### src/rtl/pwm_deadtime.sv
// Complementary PWM output stage with programmable dead time and latched fault.
// Gate drives are decoded from the state register only, so high and low sides can never overlap.
module pwm_deadtime #(
    parameter int unsigned DT_WIDTH = 8
) (
    input  logic                clk_i,
    input  logic                rst_i,
    input  logic                en_i,
    input  logic                pwm_i,
    input  logic [DT_WIDTH-1:0] cfg_dead,
    input  logic                fault_i,
    input  logic                fault_clr_i,
    output logic                pwm_hi_o,
    output logic                pwm_lo_o,
    output logic                dead_o,
    output logic                fault_o
);

    typedef enum logic [2:0] {
        S_OFF,
        S_DT_H,
        S_HI,
        S_DT_L,
        S_LO,
        S_FAULT
    } state_e;

    state_e              state_q, state_d;
    logic [DT_WIDTH-1:0] cnt_q,   cnt_d;

    always_ff @(posedge clk_i) begin
        if (rst_i) begin
            state_q <= S_OFF;
            cnt_q   <= '0;
        end else begin
            state_q <= state_d;
            cnt_q   <= cnt_d;
        end
    end

    always_comb begin
        state_d = state_q;
        cnt_d   = cnt_q;
        if (fault_i) begin
            state_d = S_FAULT;
            cnt_d   = '0;
        end else if (state_q == S_FAULT) begin
            // Clear is only honoured once the fault source itself has gone away.
            if (fault_clr_i) begin
                state_d = S_OFF;
            end
        end else if (!en_i) begin
            state_d = S_OFF;
            cnt_d   = '0;
        end else begin
            unique case (state_q)
                S_OFF: begin
                    state_d = pwm_i ? S_DT_H : S_DT_L;
                    cnt_d   = cfg_dead;
                end
                S_DT_H: begin
                    if (!pwm_i) begin
                        state_d = S_DT_L;
                        cnt_d   = cfg_dead;
                    end else if (cnt_q == '0) begin
                        state_d = S_HI;
                    end else begin
                        cnt_d = cnt_q - DT_WIDTH'(1);
                    end
                end
                S_DT_L: begin
                    if (pwm_i) begin
                        state_d = S_DT_H;
                        cnt_d   = cfg_dead;
                    end else if (cnt_q == '0) begin
                        state_d = S_LO;
                    end else begin
                        cnt_d = cnt_q - DT_WIDTH'(1);
                    end
                end
                S_HI: begin
                    if (!pwm_i) begin
                        state_d = S_DT_L;
                        cnt_d   = cfg_dead;
                    end
                end
                S_LO: begin
                    if (pwm_i) begin
                        state_d = S_DT_H;
                        cnt_d   = cfg_dead;
                    end
                end
                default: begin
                    state_d = S_OFF;
                    cnt_d   = '0;
                end
            endcase
        end
    end

    always_comb begin
        pwm_hi_o = (state_q == S_HI);
        pwm_lo_o = (state_q == S_LO);
        dead_o   = (state_q == S_DT_H) || (state_q == S_DT_L);
        fault_o  = (state_q == S_FAULT);
    end

endmodule
### config.mk
export PLATFORM = sky130hd
export DESIGN_NAME = pwm_deadtime
export DESIGN_NICKNAME = d
export VERILOG_FILES = /design/src/rtl/pwm_deadtime.sv
export SDC_FILE = /design/constraint.sdc
export NUM_CORES = 1
export LEC_CHECK = 0
export CAP_MARGIN = 20
export CORE_ASPECT_RATIO = 0.75
export CORE_UTILIZATION = 50
export DETAILED_ROUTE_END_ITERATION = 8
export DONT_BUFFER_PORTS = 1
export PLACE_DENSITY = 0.76
export SLEW_MARGIN = 20
export SYNTH_ARGS = -nofsm -noshare
export SYNTH_HDL_FRONTEND = slang
export SYNTH_SLANG_ARGS = --single-unit
### constraint.sdc
create_clock -name clk_i -period 1.6 [get_ports clk_i]
set_input_delay 0.08 -clock clk_i [delete_from_list [all_inputs] [get_ports clk_i]]
set_output_delay 0.08 -clock clk_i [all_outputs]
set_load 0.02 [all_outputs]
### Word level (Yosys, flattened, before mapping)

Cells that the tools add are included.

* output and inout bits: 4
* input port bits: 14
* register bits after elaboration: 11
* word-level logic and storage cells: 48

* bitwise logic cells: 1
* add/subtract/negate cells: 1
* reductions and logical operators: 7
* muxes and demuxes: 19
* eq/ne operators: 17

Operator list (number)
* 2-to-1 mux 8 bit: 6
* case mux 8 bit (5 select lines): 1
* 2-to-1 mux 3 bit: 10
* case mux 3 bit (5 select lines): 1
* inequality test 6 bit, second input constant: 2
* inequality test 5 x 4 -> 1 bit, second input constant: 2
* inequality test 5 bit, second input constant: 2
* AND reduction 5 bit: 2
* inequality test 3 bit, second input constant: 3
* zero test 8 bit: 1
* inequality test 4 x 3 -> 1 bit, second input constant: 2
* subtractor 8 x 1 -> 8 bit, second input constant: 1
* equality test 3 x 2 -> 1 bit, second input constant: 2
* equality test 3 bit, second input constant: 2
* equality test 3 x 1 -> 1 bit, second input constant: 1
* zero test 3 bit: 1
* AND reduction 3 bit: 1
* 2-to-1 mux 2 bit: 1
* inequality test 2 bit, second input constant: 1
* OR reduction 2 bit: 1
* logical OR 1 bit: 1
* NOT 1 bit: 1

### Depth between registers and ports, before layout

* depth in word-level cells: 7
* gate-level depth with buffers: 7

### Worst setup path after synthesis

Ideal clock, no wire load.

* path kind: register to register
* start point: register cnt_q[0]
* end point: register cnt_q[4]
* data arrival time: 1.544 ns
* path slack: -0.065 ns
* cell stages (with the launch flop): 8
* clock period less this slack: 1.665 ns
* buffers on the path: 0
* path through: dfxtp_1 -> inv_1 -> ha_1 -> or3b_2 -> o211ai_4 -> nor2_1 -> a22oi_1 -> o21ai_1

* longest elaborated chain between the ends: 5
* elaborated cells on any way between the ends: 7

Ends and longest elaborated chain
* start: declaration: RTL line 29 `logic [DT_WIDTH-1:0] cnt_q, cnt_d;`
* start signal: assignment: RTL line 37 `cnt_q <= cnt_d;`
* subtractor 8 x 1 -> 8 bit / zero test 8 bit (equally long branches)
* 2-to-1 mux 8 bit (*): RTL line 65, 75
* 2-to-1 mux 8 bit, on equally long branches: RTL line 72, 62
* case mux 8 bit (5 select lines) (*): RTL line 56 `unique case (state_q)`
* 2-to-1 mux 8 bit (*): RTL line 52 `end else if (!en_i) begin`

Mark *: on every way between the ends. The rest lies on a longest branch, timed or not.
A chain may end at the register's enable or synchronous reset.

### Worst setup path in the final report

Ends and elaborated chain as after synthesis.

==> run summary <==
status: complete, but fails checks
failing checks: negative setup slack
f_max: 0.603 GHz
fill count: 119
global route overflow: 0
most instantiated library cell after synthesis: nor2_1
# H-tree levels: 1
final hold vios: 0
post-synth net total: 134
height of the die: 38.1 µm
HPWL after DPL: 1780 µm
GP Congestion: 0.878
worst-path fanout max: 5
die area: 1910 µm²
distinct cell type count after synthesis: 37
Mapped Cells: 118
CP Launch Type: flip-flop
initial antenna violation count: 0
CP arrival: 1820 ps
VDD IR max: 0.000578 V
Final Critical Period: 1660 ps
Tot GR Track Use: 32.0%
clk_skew: 3.75 ps
WL/cell: 16.6 µm
Required @ worst endpoint: 1760 ps
sequential cell area: 225 µm²
synthesized area per cell: 7.38 µm²
Worst-Margin Slew: 456 ps
Yosys top cell by area: dfxtp_1
largest net degree at the start of global routing: 12
layout cells sized above 1: 28.3%
DRC Markers: 0
DR vias/cell: 6.56
setup slack, reg-to-reg: -60 ps
Detailed Route WL: 2760 µm
Warnings, synthesis: 0
Power Total: 0.790 mW
part of the Yosys area used for sequential elements: 25.3%
final setup vio count: 8
EDFF count, synth: 0
first-pass GRT wire length: 4390 µm
vias in the first global route: 942
final net count: 162
Clk Latency, worst-skew pair: 280 ps
Core Region: 1550 µm²
Slew headroom: 69.6%
Max Cap Viol: 0
Vias: 1089
critical path class: reg2reg
ys flop type: dfxtp_1
clock root buffer: clkbuf_4
Post-synth top cells: 12 x nor2_1, 11 x dfxtp_1, 9 x nand2_1, 9 x o21ai_1, 7 x nor3_1
deepest clock path buffer count: 2
Area contributors post-synth: dfxtp_1 25%, o21ai_1 5.2%, nor2_1 5.2%
Post-Syn Area: 871 µm²
PD cells: 673 nW/µm²
CTS tree: done
Setup crit end kind: flip-flop
DRT iter0 DRCs: 129
area of the multi-input gates: 654 µm²
Reg clk slew, reported paths: 80 ps
Die Wd: 50.2 µm
crit-path cells: inv_2 -> ha_4 -> or3b_4 -> o211ai_4 -> nor2_2 -> a22oi_1 -> o21ai_1
num ports: 18
async set-reset flop share out of synthesis: 0%
CTS Buf Count: 3
setup TNS: -247 ps
TritonRoute pass-1 iters: 5
Seq cells post-synth: 11
Crit-path slowest cell: or3b_4
row cnt: 12
initial core utilization: 56.3%
Max Slew Vio Count: 0
number of port buffers: 0
Ant. Diodes: 0
Area Growth Syn to Fin: 34.8%
fin worst setup slack: -58.6 ps
Tcrit/Tclk final: 104%
worst min path class: in2reg
max incr delay on CP: 420 ps
DRT antenna net count: 0
RSZ-0062 raised after global routing: true
Sinks on Clock Net: 11
Leak Pwr: 0.451 nW
share of Yosys cell area claimed by the top area cell type: 25.3%
==> cell type report <==
class,count,share of cell area (%)
Clock buffer,4,2.24
Timing Repair Buffer,27,19.0
Inverter,5,1.60
Sequential cell,11,19.2
Tap cell,21,2.24
Multi-Input combinational cell,98,55.8
==> stage by stage <==
| stage | cell area (µm²) | utilization, % | std cells | setup WS (ps) | hold slack, ps |
|---|---|---|---|---|---|
| 6_report | 1170 | 75.9 | 166 | -58.6 | 8.33 |
| 3_3_place_gp | 1000 | 64.9 | 152 | -98.8 | 159 |
| 2_1_floorplan | 878 | - | 118 | 18.0 | 149 |
| 3_5_place_dp | 1000 | 64.9 | 152 | -140 | 158 |
| 4_1_cts | 1160 | 74.8 | 166 | -17.2 | 9.68 |
| 5_1_grt | 1170 | 75.9 | 166 | -126 | 26.3 |
==> state kept, by name, summed over array words and instances (netlist names) <==
signal,count
cnt_q,8
state_q,3
==> kinds of logic (layout without fill, tap and decap cells) <==
logic type	Yosys count	in the layout	share of synthesized area [%]
flip-flops	11	11	25.3
adder cells (fa/ha/maj)	2	2	2.87
AO/OA/AOI/OAI	39	39	29.5
buffers and inverters	9	36	5.46
AND/OR/NAND/NOR	55	55	34.9
XOR/XNOR	2	2	2.01
==> worst max-delay path: cells and delay by family (launching register included) <==
family | cells | cell delay, ps
AO/OA/AOI/OAI | 3 | 500
flip-flops | 1 | 330
adder cells (fa/ha/maj) | 1 | 130
buffers and inverters | 1 | 70
AND/OR/NAND/NOR | 2 | 500
==> routing by layer <==
layer	vias up	global-route usage [%]	wire, µm
li1	494	-	-
met1	499	39.7	1070
met2	76	53.7	1270
met3	20	9.52	335
met4	0	10.0	88
met5	-	0	0
==> cell usage in the layout, fill, tap and decap left out, drive strengths merged <==
| master | synthesis | final |
|---|---|---|
| ha | 2 | 2 |
| o22ai | 3 | 3 |
| or4 | 1 | 1 |
| dlygate4sd3 | 0 | 8 |
| a221o | 1 | 1 |
| nor3 | 8 | 8 |
| nor3b | 1 | 1 |
| a31oi | 4 | 4 |
| nand2 | 9 | 9 |
| inv | 5 | 5 |
| clkbuf | 0 | 4 |
| a21boi | 1 | 1 |
| dfxtp | 11 | 11 |
| a22oi | 2 | 2 |
| xor2 | 1 | 1 |
| o21ai | 15 | 15 |
| nor2b | 5 | 5 |
| or3 | 3 | 3 |
| and2 | 3 | 3 |
| o211ai | 2 | 2 |
| nand4 | 2 | 2 |
| xnor2 | 1 | 1 |
| or3b | 2 | 2 |
| nor4 | 4 | 4 |
| buf | 4 | 19 |
| and4bb | 1 | 1 |
| nand2b | 4 | 4 |
| a211oi | 2 | 2 |
| a21oi | 6 | 6 |
| nor2 | 12 | 12 |
| a211o | 1 | 1 |
| a32oi | 2 | 2 |
==> path summary, 6_finish.rpt <==
kind,start,depth (start not counted),endpoint
max,cnt_q[0],7,cnt_q[4]
min,rst_i,3,cnt_q[0]
max reg2reg,cnt_q[0],7,cnt_q[4]
min reg2reg,cnt_q[7],2,cnt_q[7]
==> repair_timing <==
item | in CTS | in global routing
cloned | 0 | 0
pin swaps | 5 | 1
resized for setup | 11 | 4
hold buffers | 8 | 0
endpoints found under the hold margin | 8 | 0
setup endpoints to repair | 11 | 11
setup buffers | 2 | 0
==> report_power, final <==
group | total [mW] | switching, mW | internal (mW)
sequential | 0.306 | 0.0194 | 0.287
clock | 0.205 | 0.108 | 0.0969
combinational | 0.278 | 0.153 | 0.125
total | 0.790 | 0.281 | 0.509
No activity file was read; power rests on OpenSTA's default activity.
